**src/rtl/clk_div_multi.sv**
```systemverilog
// Multi-channel programmable clock divider: each channel emits a divided clock
// and a one-cycle tick, with divisor reloads deferred to period boundaries.

// One divider channel: active/pending divisor, counter and registered outputs.
module clk_div_chan #(
  parameter int CNT_W       = 32,
  parameter int DEFAULT_DIV = 20
) (
  input  logic             I_CLK,
  input  logic             RST,
  input  logic             en,
  input  logic             sync,
  input  logic             load_hit,
  input  logic [CNT_W-1:0] load_div,
  output logic             o_clk,
  output logic             o_tick,
  output logic             pend
);

  localparam logic [CNT_W-1:0] DEF_DIV = CNT_W'(DEFAULT_DIV);
  localparam logic [CNT_W-1:0] ZERO    = CNT_W'(32'd0);
  localparam logic [CNT_W-1:0] ONE     = CNT_W'(32'd1);
  localparam logic [CNT_W-1:0] TWO     = CNT_W'(32'd2);

  logic [CNT_W-1:0] div_r, pdiv_r, cnt_r;
  logic             clk_r, tick_r, pend_r;

  logic [CNT_W-1:0] div_s, pdiv_s, cnt_s;
  logic [CNT_W-1:0] half_s, div_last_s;
  logic             clk_s, tick_s, pend_s;
  logic             bypass_s, wrap_s;

  // Next-state for divisor bookkeeping, counter and the two outputs.
  always_comb begin
    div_s      = div_r;
    pdiv_s     = pdiv_r;
    pend_s     = pend_r;
    cnt_s      = cnt_r;
    clk_s      = clk_r;
    tick_s     = 1'b0;
    half_s     = div_r >> 1;
    div_last_s = div_r - ONE;
    bypass_s   = (div_r < TWO);
    wrap_s     = en & (bypass_s | (cnt_r == div_last_s));

    if (sync) begin
      // Phase restart; a pending divisor takes effect, any same-cycle write is dropped.
      if (pend_r) begin
        div_s  = pdiv_r;
        pend_s = 1'b0;
      end else begin
        div_s  = div_r;
      end
      cnt_s  = ZERO;
      clk_s  = 1'b0;
      tick_s = 1'b0;
    end else begin
      if (pend_r && (wrap_s || !en)) begin
        // New divisor starts a fresh period at cnt=0, which is always low.
        div_s  = pdiv_r;
        pend_s = 1'b0;
        cnt_s  = ZERO;
        clk_s  = 1'b0;
        tick_s = en & (pdiv_r < TWO);
      end else if (en) begin
        if (bypass_s) begin
          cnt_s  = ZERO;
          clk_s  = 1'b0;
          tick_s = 1'b1;
        end else begin
          cnt_s  = wrap_s ? ZERO : (cnt_r + ONE);
          clk_s  = (cnt_s >= half_s);
          tick_s = (cnt_s == half_s);
        end
      end else begin
        cnt_s = cnt_r;
        clk_s = clk_r;
      end

      // A write landing on a wrap edge queues behind the divisor just applied.
      if (load_hit) begin
        pdiv_s = load_div;
        pend_s = 1'b1;
      end else begin
        pdiv_s = pdiv_r;
      end
    end
  end

  // Channel state register with synchronous reset.
  always_ff @(posedge I_CLK) begin
    if (RST) begin
      div_r  <= DEF_DIV;
      pdiv_r <= ZERO;
      pend_r <= 1'b0;
      cnt_r  <= ZERO;
      clk_r  <= 1'b0;
      tick_r <= 1'b0;
    end else begin
      div_r  <= div_s;
      pdiv_r <= pdiv_s;
      pend_r <= pend_s;
      cnt_r  <= cnt_s;
      clk_r  <= clk_s;
      tick_r <= tick_s;
    end
  end

  assign o_clk  = clk_r;
  assign o_tick = tick_r;
  assign pend   = pend_r;

endmodule

// Top level: CH independent channels sharing SYNC and the divisor write port.
module clk_div_multi #(
  parameter int CH          = 4,
  parameter int CNT_W       = 32,
  parameter int DEFAULT_DIV = 20,
  parameter int SEL_W       = 2
) (
  input  logic             I_CLK,
  input  logic             RST,
  input  logic [CH-1:0]    EN,
  input  logic             SYNC,
  input  logic             LOAD,
  input  logic [SEL_W-1:0] LOAD_CH,
  input  logic [CNT_W-1:0] LOAD_DIV,
  output logic [CH-1:0]    O_CLK,
  output logic [CH-1:0]    O_TICK,
  output logic [CH-1:0]    PEND
);

  logic [CH-1:0] load_hit_s;

  // Out-of-range LOAD_CH values match no channel and are thus ignored.
  for (genvar i = 0; i < CH; i++) begin : g_ch
    assign load_hit_s[i] = LOAD & (LOAD_CH == SEL_W'(i));

    clk_div_chan #(
      .CNT_W      (CNT_W),
      .DEFAULT_DIV(DEFAULT_DIV)
    ) u_chan (
      .I_CLK   (I_CLK),
      .RST     (RST),
      .en      (EN[i]),
      .sync    (SYNC),
      .load_hit(load_hit_s[i]),
      .load_div(LOAD_DIV),
      .o_clk   (O_CLK[i]),
      .o_tick  (O_TICK[i]),
      .pend    (PEND[i])
    );
  end

endmodule

```
**config.mk**
```make
export PLATFORM = sky130hd
export DESIGN_NAME = clk_div_multi
export DESIGN_NICKNAME = d
export VERILOG_FILES = /design/src/rtl/clk_div_multi.sv
export SDC_FILE = /design/constraint.sdc
export NUM_CORES = 1
export LEC_CHECK = 0
export BUFFER_PORTS_ARGS = -buffer_cell sky130_fd_sc_hd__buf_2
export CORE_MARGIN = 4
export CORE_UTILIZATION = 30
export DETAILED_ROUTE_END_ITERATION = 8
export PLACE_DENSITY = 0.45
export SLEW_MARGIN = 0
export SYNTH_ARGS = -nofsm -noshare
export SYNTH_HDL_FRONTEND = slang
export SYNTH_SLANG_ARGS = --single-unit
export TNS_END_PERCENT = 10
```
**constraint.sdc**
```tcl
create_clock -name I_CLK -period 6.2 [get_ports I_CLK]
set_clock_uncertainty 0.15 [all_clocks]
set_input_delay 1.24 -clock I_CLK [delete_from_list [all_inputs] [get_ports I_CLK]]
set_output_delay 1.24 -clock I_CLK [all_outputs]
set_load 0.02 [all_outputs]
```
---- Word level (Yosys, flattened, before mapping) ----
Cells that the tools add are included.
operators by class
  order comparisons ....................... 12
  $add $sub $neg .......................... 8
  eq/ne operators ......................... 15
  reduce and logical (&&, ||, !) cells .... 34
  bitwise operators ....................... 17
  multiplexer cells ....................... 44
operators with widths
  cell                                                                   count
  32-bit 2-to-1 mux                                                      20
  32-bit by 2-bit < comparator with 1-bit output, second input constant  8
  32-bit by 1-bit adder with 32-bit output, second input constant        4
  32-bit by 31-bit == test with 1-bit output                             4
  32-bit == test                                                         4
  32-bit by 31-bit greater-or-equal comparator with 1-bit output         4
  32-bit by 1-bit subtractor with 32-bit output, second input constant   4
  1-bit 2-to-1 mux                                                       24
  2-bit AND reduction                                                    8
  2-bit nonzero test                                                     8
  1-bit AND                                                              12
  3-bit OR reduction                                                     4
  2-bit by 1-bit != test with 1-bit output, second input constant        4
  2-bit == test, second input constant                                   2
  1-bit logical AND                                                      4
  1-bit zero test                                                        4
  1-bit logical OR                                                       4
  1-bit OR                                                               4
  2-bit by 1-bit == test with 1-bit output, second input constant        1
  2-bit zero test                                                        1
  2-bit OR reduction                                                     1
  1-bit NOT                                                              1
storage, ports and cells
  input bits .............................. 42
  bits in registers ....................... 396

---- Longest topological paths before layout ----
  word-level depth ........................ 9
  depth in mapped cells ................... 25
  gate-level depth less buffers ........... 21

---- Hierarchy ----
From an unflattened synthesis, not the netlist that was laid out.
second synthesis, totals
  cells, all modules ...................... 3684
  area, all modules ....................... 28289.6 um2
by module, submodules not included
  module         cells an instance  area each (um2)  instances
  clk_div_chan   920                7063.0           4
  clk_div_multi  4                  37.5             1

---- Least setup slack after synthesis ----
No wires, ideal clock.
  path kind ............................... flip-flop to flip-flop
  start ................................... register g_ch[3].u_chan.div_r[1]
  end ..................................... register g_ch[3].u_chan.tick_r
  stages on the path, launching flop included .. 23
  arrival ................................. 5220 ps
  path buffers ............................ 2
  period minus slack after synthesis ...... 5474 ps
  path slack .............................. 726 ps
  path through ............................ dfxtp_1 inv_1 ha_1 or4b_2 nor4_4 nand3_2 nor3_1 a21oi_1 or4_1 or4_4 buf_6 a21oi_2 buf_2 nor2_1 ha_1 nand4_1 nor2_1 nand2_1 or4_1 nor2b_1 nand2_1 a21o_1 a2111oi_2
on the way
  longest elaborated chain between the ends .. 9
RTL lines
  what                                           line  text
  start: declaration                             25    logic [CNT_W-1:0] div_r, pdiv_r, cnt_r;
  start signal: assignment                       100   div_r <= div_s;
  32-bit by 1-bit subtractor with 32-bit output  42    div_last_s = div_r - ONE;
  32-bit == test                                 44    wrap_s = en & (bypass_s | (cnt_r == div_last_s));
  1-bit OR                                       44
  1-bit AND                                      44
  32-bit 2-to-1 mux                              71    cnt_s = wrap_s ? ZERO : (cnt_r + ONE);
  32-bit by 31-bit == test with 1-bit output     73    tick_s = (cnt_s == half_s);
  1-bit 2-to-1 mux                               66    if (bypass_s) begin
  1-bit 2-to-1 mux                               65    end else if (en) begin
  1-bit 2-to-1 mux (*)                           58    if (pend_r && (wrap_s || !en)) begin
  end signal: assignment                         105   tick_r <= tick_s;
  end: declaration                               26    logic clk_r, tick_r, pend_r;
Every way passes the cells marked *; elsewhere a longest branch is shown, timed or not.
A chain may end at the register's enable or synchronous reset.

---- Final worst setup path ----
Ends and elaborated chain as after synthesis.

==> results.yml <==
floorplan:
  coreArea_mm2: 0.0919
  fp.dieArea_mm2: 0.0978
  rows: 111
  start_util_pct: 30.3
  chipHeight_um: 313
  pin_count: 54
  die_x_um: 313
setup_path:
  cp_max_fo: 11
  startpoint: "g_ch[3].u_chan.div_r[1]"
  rr_startpoint: "g_ch[3].u_chan.div_r[1]"
  crit_required_ps: 6550
  arrival_ps: 6210
  path_class: "reg -> reg"
  critPathLaunchType: "flip-flop"
  end_kind: "flip-flop"
status:
  status: "complete, no violations"
cells_and_area:
  nets: 3770
  final_common_cell: "nand2_1"
  layout-drive-gt1-share_pct: 6.99
  fin_util_pct: 33.5
  area_growth_pct: 10.5
  stdcell_count: 4878
  final_area_mm2: 0.0308
  final_cell_mix: "437 x nand2_1, 396 x dfxtp_1, 318 x nor2_1, 287 x nand2b_1, 234 x a21oi_1"
timing:
  worst-slew-pin-transition_ps: 1150
  drv_slew: 0
  rsz0062_at_grt: "true"
  maxSlewHeadroom_pct: 23.2
  setup_viol: 0
  period_minus_slack_ps: 5860
  hold_viol: 0
  fin_hold_ws_ps: 308
  fmax_mhz: 171
  fin_setup_tns_ps: 0
  worst_slack_ps: 341
  period_share_pct: 94.5
placed_design:
  gp_congestion: 0.858
  pre_cts_ws_ps: 262
  dp_hpwl_um: 65700
  placed_cells: 4787
  place_area_mm2: 0.0291
  io_buffer_count: 53
route:
  via_count: 25240
  firstDrtPassIters: 7
  via_per_inst: 5.17
  wl_met3_um: 3510
  met2WireLength_um: 40400
  remaining_drc_errors: 0
  ant_nets: 0
  topRoutingLayerUsed: "met4"
  wl_met1_um: 45400
  wl_per_cell_um: 18.7
  drtIter0Drc: 1690
  totalWireLength_um: 91000
synth:
  synth_edf_count: 0
  ys_types: 86
  syn_area_mm2: 0.0279
  yosysSeqAreaShare_pct: 28.4
  async_flop_share_pct: 0
  ys_seq_elements: 396
  synth_cells: 3710
  synth_fp_nets: 3884
  yosysWarnings: 0
  synth_area_per_cell_um2: 7.51
  yosys_most_used_dff: "dfxtp_1"
clock_tree:
  cts_sinks: 396
  cts.clk_slew.worst_paths_ps: 60
  root_buffer: "clkbuf_16"
  clk_latency_ps: 610
  tritoncts: "built"
  numCtsBuffers: 50
  h-tree-depth: 2
  clock_path_buffers: 3
grt:
  grt_max_degree: 187
  grt_overflow: 0
  first_global_vias: 24159
  grt_pass1_wl_um: 144000
  grt_util_all_layers_pct: 18.1
  antenna_found_initial: 4
flow_run:
  drv_cap: 0
hold_path:
  min_path_type: "reg -> reg"
  hold_start: "g_ch[2].u_chan.pdiv_r[0]"
pwr:
  power_mw: 5.99
  peakVddDrop_v: 0.000172
  power_density_mw_per_mm2: 194
  leakagePower_nw: 11.1
## worst paths after layout
| path | cells after the start | slack [ps] | to |
|---|---|---|---|
| hold reg to reg | 2 | 310 | g_ch[2].u_chan.pdiv_r[0] |
| setup / recovery | 20 | 340 | g_ch[3].u_chan.o_tick |
| setup reg to reg | 20 | 340 | g_ch[3].u_chan.o_tick |
| hold / removal | 2 | 310 | g_ch[2].u_chan.pdiv_r[0] |
## registers in the layout (all words and copies together) (netlist names)
name	count
g_ch.u_chan.div_r	128
g_ch.u_chan.o_tick	4
g_ch.u_chan.o_clk	4
g_ch.u_chan.pdiv_r	128
g_ch.u_chan.pend	4
g_ch.u_chan.cnt_r	128
## metal layers
layer / vias to the layer above / track usage (%)
met5: - / 0
met4: 0 / 3.97
met3: 108 / 2.23
met2: 439 / 28.8
met1: 11976 / 26.2
li1: 12717 / -
## critical path, stage by stage (launching register included)
cell	delay, ps
dfxtp_1	340
inv_1	90
ha_1	210
or4b_2	690
nor4_4	380
nand3_2	140
nor3_1	210
a21oi_1	80
or4_1	520
or4_4	560
a21oi_4	360
nor2_1	100
ha_1	300
nand4_1	130
nor2_1	170
nand2_1	80
or4_1	560
nor2b_1	160
nand2_1	70
a21o_1	190
a2111oi_2	270
## synthesized netlist by cell type, drive strengths merged (4+ instances only)
library cell / number / share of area [%]
and3: 40 / 0.90
nand3b: 7 / 0.19
a221oi: 5 / 0.16
a211oi: 37 / 1.0
nand2: 437 / 5.9
xor2: 117 / 3.7
clkbuf: 234 / 3.2
nor3b: 20 / 0.54
o211ai: 52 / 1.4
a211o: 9 / 0.28
or4b: 5 / 0.18
a41oi: 5 / 0.18
and2: 36 / 0.81
o21ai: 45 / 0.81
a31oi: 49 / 1.2
nor4b: 17 / 0.56
a21o: 42 / 1.1
a2111oi: 7 / 0.24
and4: 13 / 0.41
o31ai: 7 / 0.19
buf: 51 / 1.2
nand4: 123 / 2.8
a32oi: 27 / 0.85
o2111ai: 5 / 0.16
xnor2: 137 / 4.3
ha: 132 / 5.9
mux2: 4 / 0.16
nor2: 321 / 4.3
nand2b: 287 / 6.4
or3: 12 / 0.27
or2: 17 / 0.38
mux2i: 135 / 4.8
or4: 26 / 0.71
inv: 153 / 2.1
nor4: 94 / 2.2
o22ai: 8 / 0.18
nand3: 121 / 2.2
nand4b: 5 / 0.16
o21a: 8 / 0.22
a22oi: 4 / 0.11
nor2b: 59 / 1.3
dfxtp: 396 / 28
a21oi: 239 / 4.3
nor3: 118 / 2.1
## where the power goes
group / leakage, nW / internal (mW) / switching [mW]
clock: 0.828 / 1.83 / 1.24
sequential: 3.19 / 2.57 / 0.0259
combinational: 7.07 / 0.103 / 0.219
total: 11.1 / 4.50 / 1.49
## layout make-up
| cell class | instances | area [µm²] |
|---|---|---|
| fillers | 10036 | 61100 |
| multi-input cells | 2873 | 18200 |
| diodes | 1 | 2.50 |
| clock inverters | 24 | 310 |
| repair buffers | 119 | 796 |
| clock buffers | 66 | 1390 |
| well taps | 1243 | 1560 |
| flip-flops and latches | 396 | 7930 |
| inverters | 156 | 586 |
## what timing repair did
action / 4_1_cts / 5_1_grt
endpoints found under the setup margin: 0 / 3
buffers inserted: 0 / 0
resized for setup: 0 / 2
hold buffers: 0 / 0
## kinds of logic (layout without fill, tap and decap cells)
| kind of cell | after synthesis | count (layout) | synth area share, % |
|---|---|---|---|
| and+or+nand+nor | 1766 | 1766 | 32.7 |
| AOI/OAI and AO/OA | 582 | 582 | 13.5 |
| buffers and inverters | 441 | 365 | 6.46 |
| DFF | 396 | 396 | 28.4 |
| xor gates and xnor gates | 254 | 254 | 7.98 |
| muxes | 139 | 139 | 5.01 |
| adders and majority gates | 132 | 132 | 5.93 |
| other | 0 | 1 | 0 |
(Power assumes the default switching activity.)
